[src/rtl/tmr1_peripheral.sv]
// Timer1 peripheral: 16-bit TMR1 counter with T1CON control, clocked from
// the system clock or a synchronised external pin through a 1/2/4/8
// prescaler, and a one-cycle overflow pulse for PIR1.TMR1IF.
// Optional feature macro: TMR1_WRITE_BUFFER_EN (buffered TMR1H writes,
// committed atomically by the following TMR1L write).
module tmr1_peripheral #(
  parameter logic [8:0] TMR1L_ADDR = 9'h00E,
  parameter logic [8:0] TMR1H_ADDR = 9'h00F,
  parameter logic [8:0] T1CON_ADDR = 9'h010
) (
  input  logic       clk,
  input  logic       rst,
  input  logic [8:0] addr,
  input  logic       wr_en,
  input  logic [7:0] data_in,
  input  logic       sel,
  output logic [7:0] data_out,
  input  logic       t1cki,
  output logic       tmr1if_set
);

  logic [15:0] tmr1_q,    tmr1_d;
  logic [5:0]  t1con_q,   t1con_d;
  logic [2:0]  presc_q,   presc_d;
  logic        sync1_q,   sync1_d;
  logic        sync2_q,   sync2_d;
  logic        edge_q,    edge_d;
  logic        tmr1if_q,  tmr1if_d;
`ifdef TMR1_WRITE_BUFFER_EN
  logic [7:0]  hbuf_q,    hbuf_d;
`endif

  logic       hit_l, hit_h, hit_con;
  logic       wr_l, wr_h, wr_con;
  logic       tmr_wr;
  logic       ext_edge;
  logic       count_evt;
  logic [2:0] presc_max;
  logic       tmr1_inc;

  // Address decode: all nine address bits must match, and only when routed to us.
  always_comb begin
    hit_l   = sel && (addr == TMR1L_ADDR);
    hit_h   = sel && (addr == TMR1H_ADDR);
    hit_con = sel && (addr == T1CON_ADDR);
    wr_l    = hit_l   && wr_en;
    wr_h    = hit_h   && wr_en;
    wr_con  = hit_con && wr_en;
    tmr_wr  = wr_l || wr_h;
  end

  // Combinational read mux; unclaimed addresses and T1CON[7:6] read as zero.
  always_comb begin
    // NOTE: a default assignment at the top of every always_comb keeps each
    // path assigned, so no latch can be inferred.
    data_out = 8'h00;
    if (hit_l)        data_out = tmr1_q[7:0];
    else if (hit_h)   data_out = tmr1_q[15:8];
    else if (hit_con) data_out = {2'b00, t1con_q};
  end

  // Count-event generation and prescaler terminal value.
  always_comb begin
    // Rising edge of the synchronised pin: new level high, previous level low.
    ext_edge  = sync2_q && !edge_q;
    count_evt = t1con_q[0] && (t1con_q[1] ? ext_edge : 1'b1);
    case (t1con_q[5:4])
      2'd0:    presc_max = 3'd0;
      2'd1:    presc_max = 3'd1;
      2'd2:    presc_max = 3'd3;
      default: presc_max = 3'd7;
    endcase
    // A timer-byte write on the same edge takes priority over the increment.
    tmr1_inc = count_evt && (presc_q == presc_max) && !tmr_wr;
  end

  // Next-state logic for timer, control, prescaler, synchroniser and pulse.
  always_comb begin
    tmr1_d   = tmr1_q;
    t1con_d  = t1con_q;
    presc_d  = presc_q;
    tmr1if_d = 1'b0;
`ifdef TMR1_WRITE_BUFFER_EN
    hbuf_d   = hbuf_q;
`endif

    // The synchroniser runs whether or not the timer is on.
    sync1_d = t1cki;
    sync2_d = sync1_q;
    edge_d  = sync2_q;

    if (wr_con) t1con_d = data_in[5:0];

    if (wr_l || wr_h || wr_con) begin
      presc_d = 3'd0;
    end else if (count_evt) begin
      presc_d = (presc_q == presc_max) ? 3'd0 : presc_q + 3'd1;
    end

    if (tmr1_inc) begin
      tmr1_d   = tmr1_q + 16'd1;
      tmr1if_d = (tmr1_q == 16'hFFFF);
    end

`ifdef TMR1_WRITE_BUFFER_EN
    // High byte is staged; the low-byte write commits both halves together.
    if (wr_h) hbuf_d = data_in;
    if (wr_l) tmr1_d = {hbuf_q, data_in};
`else
    // Each byte is written directly; the other byte holds its value.
    if (wr_l) tmr1_d[7:0]  = data_in;
    if (wr_h) tmr1_d[15:8] = data_in;
`endif
  end

  // State registers with synchronous active-high reset.
  always_ff @(posedge clk) begin
    // NOTE: non-blocking assignments for all flops so every register samples
    // the pre-edge values, independent of statement order.
    if (rst) begin
      tmr1_q   <= 16'h0000;
      t1con_q  <= 6'h00;
      presc_q  <= 3'd0;
      sync1_q  <= 1'b0;
      sync2_q  <= 1'b0;
      edge_q   <= 1'b0;
      tmr1if_q <= 1'b0;
`ifdef TMR1_WRITE_BUFFER_EN
      hbuf_q   <= 8'h00;
`endif
    end else begin
      tmr1_q   <= tmr1_d;
      t1con_q  <= t1con_d;
      presc_q  <= presc_d;
      sync1_q  <= sync1_d;
      sync2_q  <= sync2_d;
      edge_q   <= edge_d;
      tmr1if_q <= tmr1if_d;
`ifdef TMR1_WRITE_BUFFER_EN
      hbuf_q   <= hbuf_d;
`endif
    end
  end

  assign tmr1if_set = tmr1if_q;

endmodule

[config.mk]
export PLATFORM = sky130hd
export DESIGN_NAME = tmr1_peripheral
export DESIGN_NICKNAME = d
export VERILOG_FILES = /design/src/rtl/tmr1_peripheral.sv
export SDC_FILE = /design/constraint.sdc
export NUM_CORES = 1
export LEC_CHECK = 0
export CAP_MARGIN = 20
export CORE_UTILIZATION = 47
export DETAILED_ROUTE_END_ITERATION = 10
export PLACE_DENSITY = 0.76
export SLEW_MARGIN = 5
export SYNTH_ARGS = -nofsm -noshare
export SYNTH_HDL_FRONTEND = slang
export SYNTH_SLANG_ARGS = --single-unit
[constraint.sdc]
create_clock -name clk -period 2.2 [get_ports clk]
set_clock_uncertainty 0.15 [all_clocks]
set_input_delay 0.44 -clock clk [delete_from_list [all_inputs] [get_ports clk]]
set_output_delay 0.44 -clock clk [all_outputs]
set_load 0.01 [all_outputs]
Yosys cells after proc, flatten, opt, wreduce, memory -nomap -nowiden
Cells that the tools add are included.

Flip-flop bits (word level): 29. Latch bits: 0. Memory bits (writable): 0. Memory bits (read-only): 0. Bits of input ports: 22. Output and inout bits: 9. Memories kept: 0.

Add/sub/neg operators: 2. $mul: 0. Div/mod/pow operators: 0. Order comparisons: 0. Eq/ne operators: 7. Shifts and indexed selects: 0. Mux-type cells: 9. Bitwise logic cells: 1. Reduce and logical (&&, ||, !) cells: 19.

Operators with widths (number): $mux W8 (4); $eq A9 B4 Y1 const B (2); $add A16 B1 Y16 const B (1); $eq A16 B16 Y1 const B (1); $mux W16 (1); $logic_and A1 B1 Y1 (10); $eq A9 B5 Y1 const B (1); $pmux W3 S3 (1); $mux W6 (1); $reduce_bool A2 Y1 (2); $reduce_or A2 Y1 (2); $add A3 B1 Y3 const B (1); $eq A3 B3 Y1 (1); $mux W3 (1); $eq A2 B1 Y1 const B (1); $eq A2 B2 Y1 const B (1); $logic_not A1 Y1 (2); $logic_not A2 Y1 (1); $logic_or A1 B1 Y1 (2); $mux W1 (1); $not A1 Y1 (1).

Logic depth before layout (Yosys ltp)
Word-level depth: 8. Mapped depth: 7. Mapped depth without buffers: 7.

Least setup slack after synthesis
Ideal clock, no wire load.

Kind: register -> register. From: register presc_q[0]. To: register tmr1_q[9]. Setup time: 74 ps. Arrival: 2049 ps. Data required time: 1976 ps. Path slack: -74 ps. Cell stages (with the launch flop): 7. Buffers on the path: 0. Cell sequence: dfxtp_1 -> or2_1 -> a2111oi_4 -> a41oi_2 -> or3_4 -> or4_1 -> a31oi_1.

Longest elaborated chain between the ends: 4.

RTL lines: start, declared (line 24) `logic [2:0] presc_q, presc_d;`; start signal, assigned (line 134) `presc_q <= presc_d;`; $eq A3 B3 Y1 (line 74) `tmr1_inc = count_evt && (presc_q == presc_max) && !tmr_wr;`; $logic_and A1 B1 Y1 (2 in a row) (line 74); $reduce_bool A2 Y1 (no line); end signal, assigned (line 132) `tmr1_q <= tmr1_d;`; end, declared (line 22) `logic [15:0] tmr1_q, tmr1_d;`.

No other way between the ends. A chain may end at the register's enable or synchronous reset.

Worst setup path after layout
Ends and elaborated chain as after synthesis.

==> impl_metrics.tcl <==
set metrics [dict create \
    antenna_found_initial 0 \
    ys_async_sr_fraction_pct 0 \
    nNetsFinal 302 \
    status "finished with violations" \
    wl_per_cell_um 15.8 \
    reg2reg_slack_ps -70 \
    nFillCells 258 \
    dieWidth_um 62.5 \
    grt_pass1_vias 1796 \
    drt_iter0_markers 163 \
    syn_inst 212 \
    hold_end "edge_q" \
    vias 1896 \
    path_max_fanout 7 \
    synth_top_cell_by_area "dfxtp_1" \
    hold_depth 2 \
    reg2regPathDepth 6 \
    synth.top_cells.by_count "29 x dfxtp_1, 26 x nand2_1, 19 x nor2_1" \
    period_share_pct 103 \
    clock-sinks 29 \
    portBuffers 30 \
    rsz0062_at_grt "yes" \
    internal_power_uw 693 \
    cts-root-buf "clkbuf_4" \
    synth-seq-cells 29 \
    worstSetupEndpointType "flip-flop" \
    syn_to_final_growth_pct 42.3 \
    crit_family "simple AND/OR/NAND/NOR gates" \
    setup_violations 4 \
    initial_utilization_pct 50.4 \
    pwr-share-seq_pct 56.4 \
    htree_levels 2 \
    ant_nets 0 \
    placedCellCount 309 \
    die_h_um 62.5 \
    layout-drive-gt1-share_pct 31.5 \
    synth_area_per_cell_sq_um 8.12 \
    holdCritStartpoint "edge_d" \
    ys_seq_area_share_pct 33.7 \
    cp_slowest_stage_delay_ps 490 \
    power_density_mw_per_mm2 382 \
    finalMaxSlewViolations 0 \
    fmax_mhz 440 \
    vias_per_cell 5.83 \
    dp_hpwl_mm 3.50 \
    critPathRequiredTime_ps 2320 \
    grt.overflow.total 0 \
    rr_startpoint "presc_q[0]" \
    comb_power_share_pct 8.6 \
    grt_pass1_wl_mm 8.12 \
    failed_checks "negative setup slack" \
    ys_types 43 \
    hold_viol_final 0 \
    fin_hold_ws_ps 293 \
    netlist_area_sq_mm 0.00172 \
    dieArea_sq_mm 0.00391 \
    boundaryPins 31 \
    worst_hold_path_type "reg2reg" \
    crit_buf_inv 0 \
    synth_nets 236 \
    gp_congestion 0.817 \
    drt_first_pass_iters 5 \
    leakagePower_uw 0.000909 \
    period_needed_ps 2270 \
    fin_tns_setup_ps -193 \
    synth_edf_count 0 \
    relSlewSlack_pct 74.9 \
    drc_errors 0 \
    drt-total-wl_mm 5.13 \
    rows 21 \
    startpoint_type "flip-flop" \
    stdcell_count 325 \
    fin_area_sq_mm 0.00245 \
    grt_max_degree 13 \
    reg2reg_to "tmr1_q[9]" \
    maxCapViolCount 0 \
    power_switching_uw 243 \
    finalWorstSetupSlack_ps -74.8 \
    switching_share_pct 25.9 \
    cts-buffers-inserted 5 \
    diodes 0 \
    ys.flop_type "dfxtp_1" \
    worstSetupPathType "reg2reg" \
    cts_hold_buffers 0 \
    grt_usage_pct 26.3 \
    yosysMostFrequentCell "dfxtp_1" \
    core_sq_mm 0.00342 \
    tightest_slew_ps 376 \
    yosys-top-cells-area "dfxtp_1 34%, mux2i_1 9.9%, nand2_1 5.7%, nor2_1 4.1%, nand3_1 3.8%" \
    peakVddDrop_mv 0.410 \
    dpl_cell_area_sq_mm 0.00227 \
    p_clk_share_pct 35.1 \
    clk_pin_slew_ps 100 \
    clk_latency_ps 340 \
    cp_cell_sequence "or2_4 > a2111oi_4 > a41oi_2 > or3_4 > or4_1 > a31oi_1" \
    crit_arrival_ps 2390 \
    yosysTopAreaCellShare_pct 33.7 \
    cp_slowest_cell "or4_1" \
    cts_tree "yes" \
    synth_warnings 0 \
    clk_path_buf_depth 2 \
]
[layout make-up]
| type | count | area (sq um) | area share, % |
|---|---|---|---|
| clock buffer | 6 | 41.3 | 1.69 |
| clock inverter | 2 | 10.0 | 0.409 |
| inverter | 2 | 7.51 | 0.307 |
| multi-input combinational | 172 | 1210 | 49.4 |
| sequential | 29 | 582 | 23.8 |
| tap | 46 | 57.6 | 2.35 |
| timing repair buffer | 68 | 541 | 22.1 |
[worst min-delay path, cell delays in order (launching register included)]
cell and delay, ps:
dfxtp_1 310, inv_1 60, nor2_1 40
[metal layers]
metal / vias up / global-route usage (%) / wire length [um]
met5: - / 0 / 0
met4: 0 / 10.2 / 126
met3: 22 / 6.39 / 327
met2: 78 / 43.5 / 2400
met1: 871 / 32.8 / 2270
li1: 925 / - / -
[metrics by stage]
stage	worst slack, ps	util [%]	power [uW]
final	-74.8	71.7	936
after global placement	-736	66.4	620
after CTS	-51.9	69.8	935
after floorplan	-57.5	-	562
after detailed placement	-730	66.4	621
after global routing	-149	71.7	968
[flip-flops by register name, summed over array words and instances, names as in the netlist]
signal	count
presc_q	3
sync1_q	1
t1con_q	6
tmr1_q	16
edge_q	1
tmr1if_set	1
edge_d	1
[cell usage in the layout, fill, tap and decap left out, types with 3 or more instances in the layout]
master           netlist  layout
buf_4                  0      31
dfxtp_1               29      28
nand2_1               26      21
mux2i_1               17      17
nor2_1                19      16
nand3_1               13      12
clkdlybuf4s50_1        0      12
a21oi_1               11      11
buf_2                  2       9
buf_6                  0       6
o21ai_2                0       5
o21ai_0               12       5
a22oi_1                5       5
a31oi_1                5       5
nor3_1                 5       5
clkbuf_4               0       5
clkbuf_2               0       5
nand2_2                0       4
nand4b_1               4       4
o211ai_1               4       4
nand2b_1               4       4
or2_2                  3       3
nor2b_1                3       3
o22ai_1                3       3
nand3b_1               3       3
[worst max path at each step]
| stage | depth (start not counted) | slack [ps] | start | endpoint |
|---|---|---|---|---|
| after floorplan | 6 | -60 | presc_q[0] | tmr1_q[9] |
| after global placement | 7 | -740 | addr[5] | data_out[2] |
| after detailed placement | 7 | -730 | addr[5] | data_out[5] |
| after CTS | 7 | -50 | presc_q[0] | tmr1_q[15] |
| after global routing | 6 | -150 | presc_q[0] | tmr1_q[9] |
| final | 6 | -70 | presc_q[0] | tmr1_q[9] |
[kinds of logic after synthesis]
logic type	share of synthesized area [%]
simple gates	30.1
compound gates	20.6
flops	33.7
mux	10.5
buf+inv	2.55
xor+xnor	1.02
fa+ha+maj	1.45
[power by group through the flow]
stage / Clock (uW) / Sequential, uW / Combinational, uW
after floorplan: 0 / 539 / 22.4
after global placement: 0 / 540 / 80.3
after detailed placement: 0 / 540 / 80.9
after CTS: 328 / 527 / 78.7
after global routing: 355 / 528 / 85.0
final: 328 / 528 / 80.0
[timing repair]
item | 4_1_cts | 5_1_grt
gates resized for setup | 72 | 24
cloned | 0 | 1
endpoints found under the setup margin | 13 | 22
buffers inserted | 6 | 1
pin swaps | 12 | 11
(Power assumes the default switching activity.)
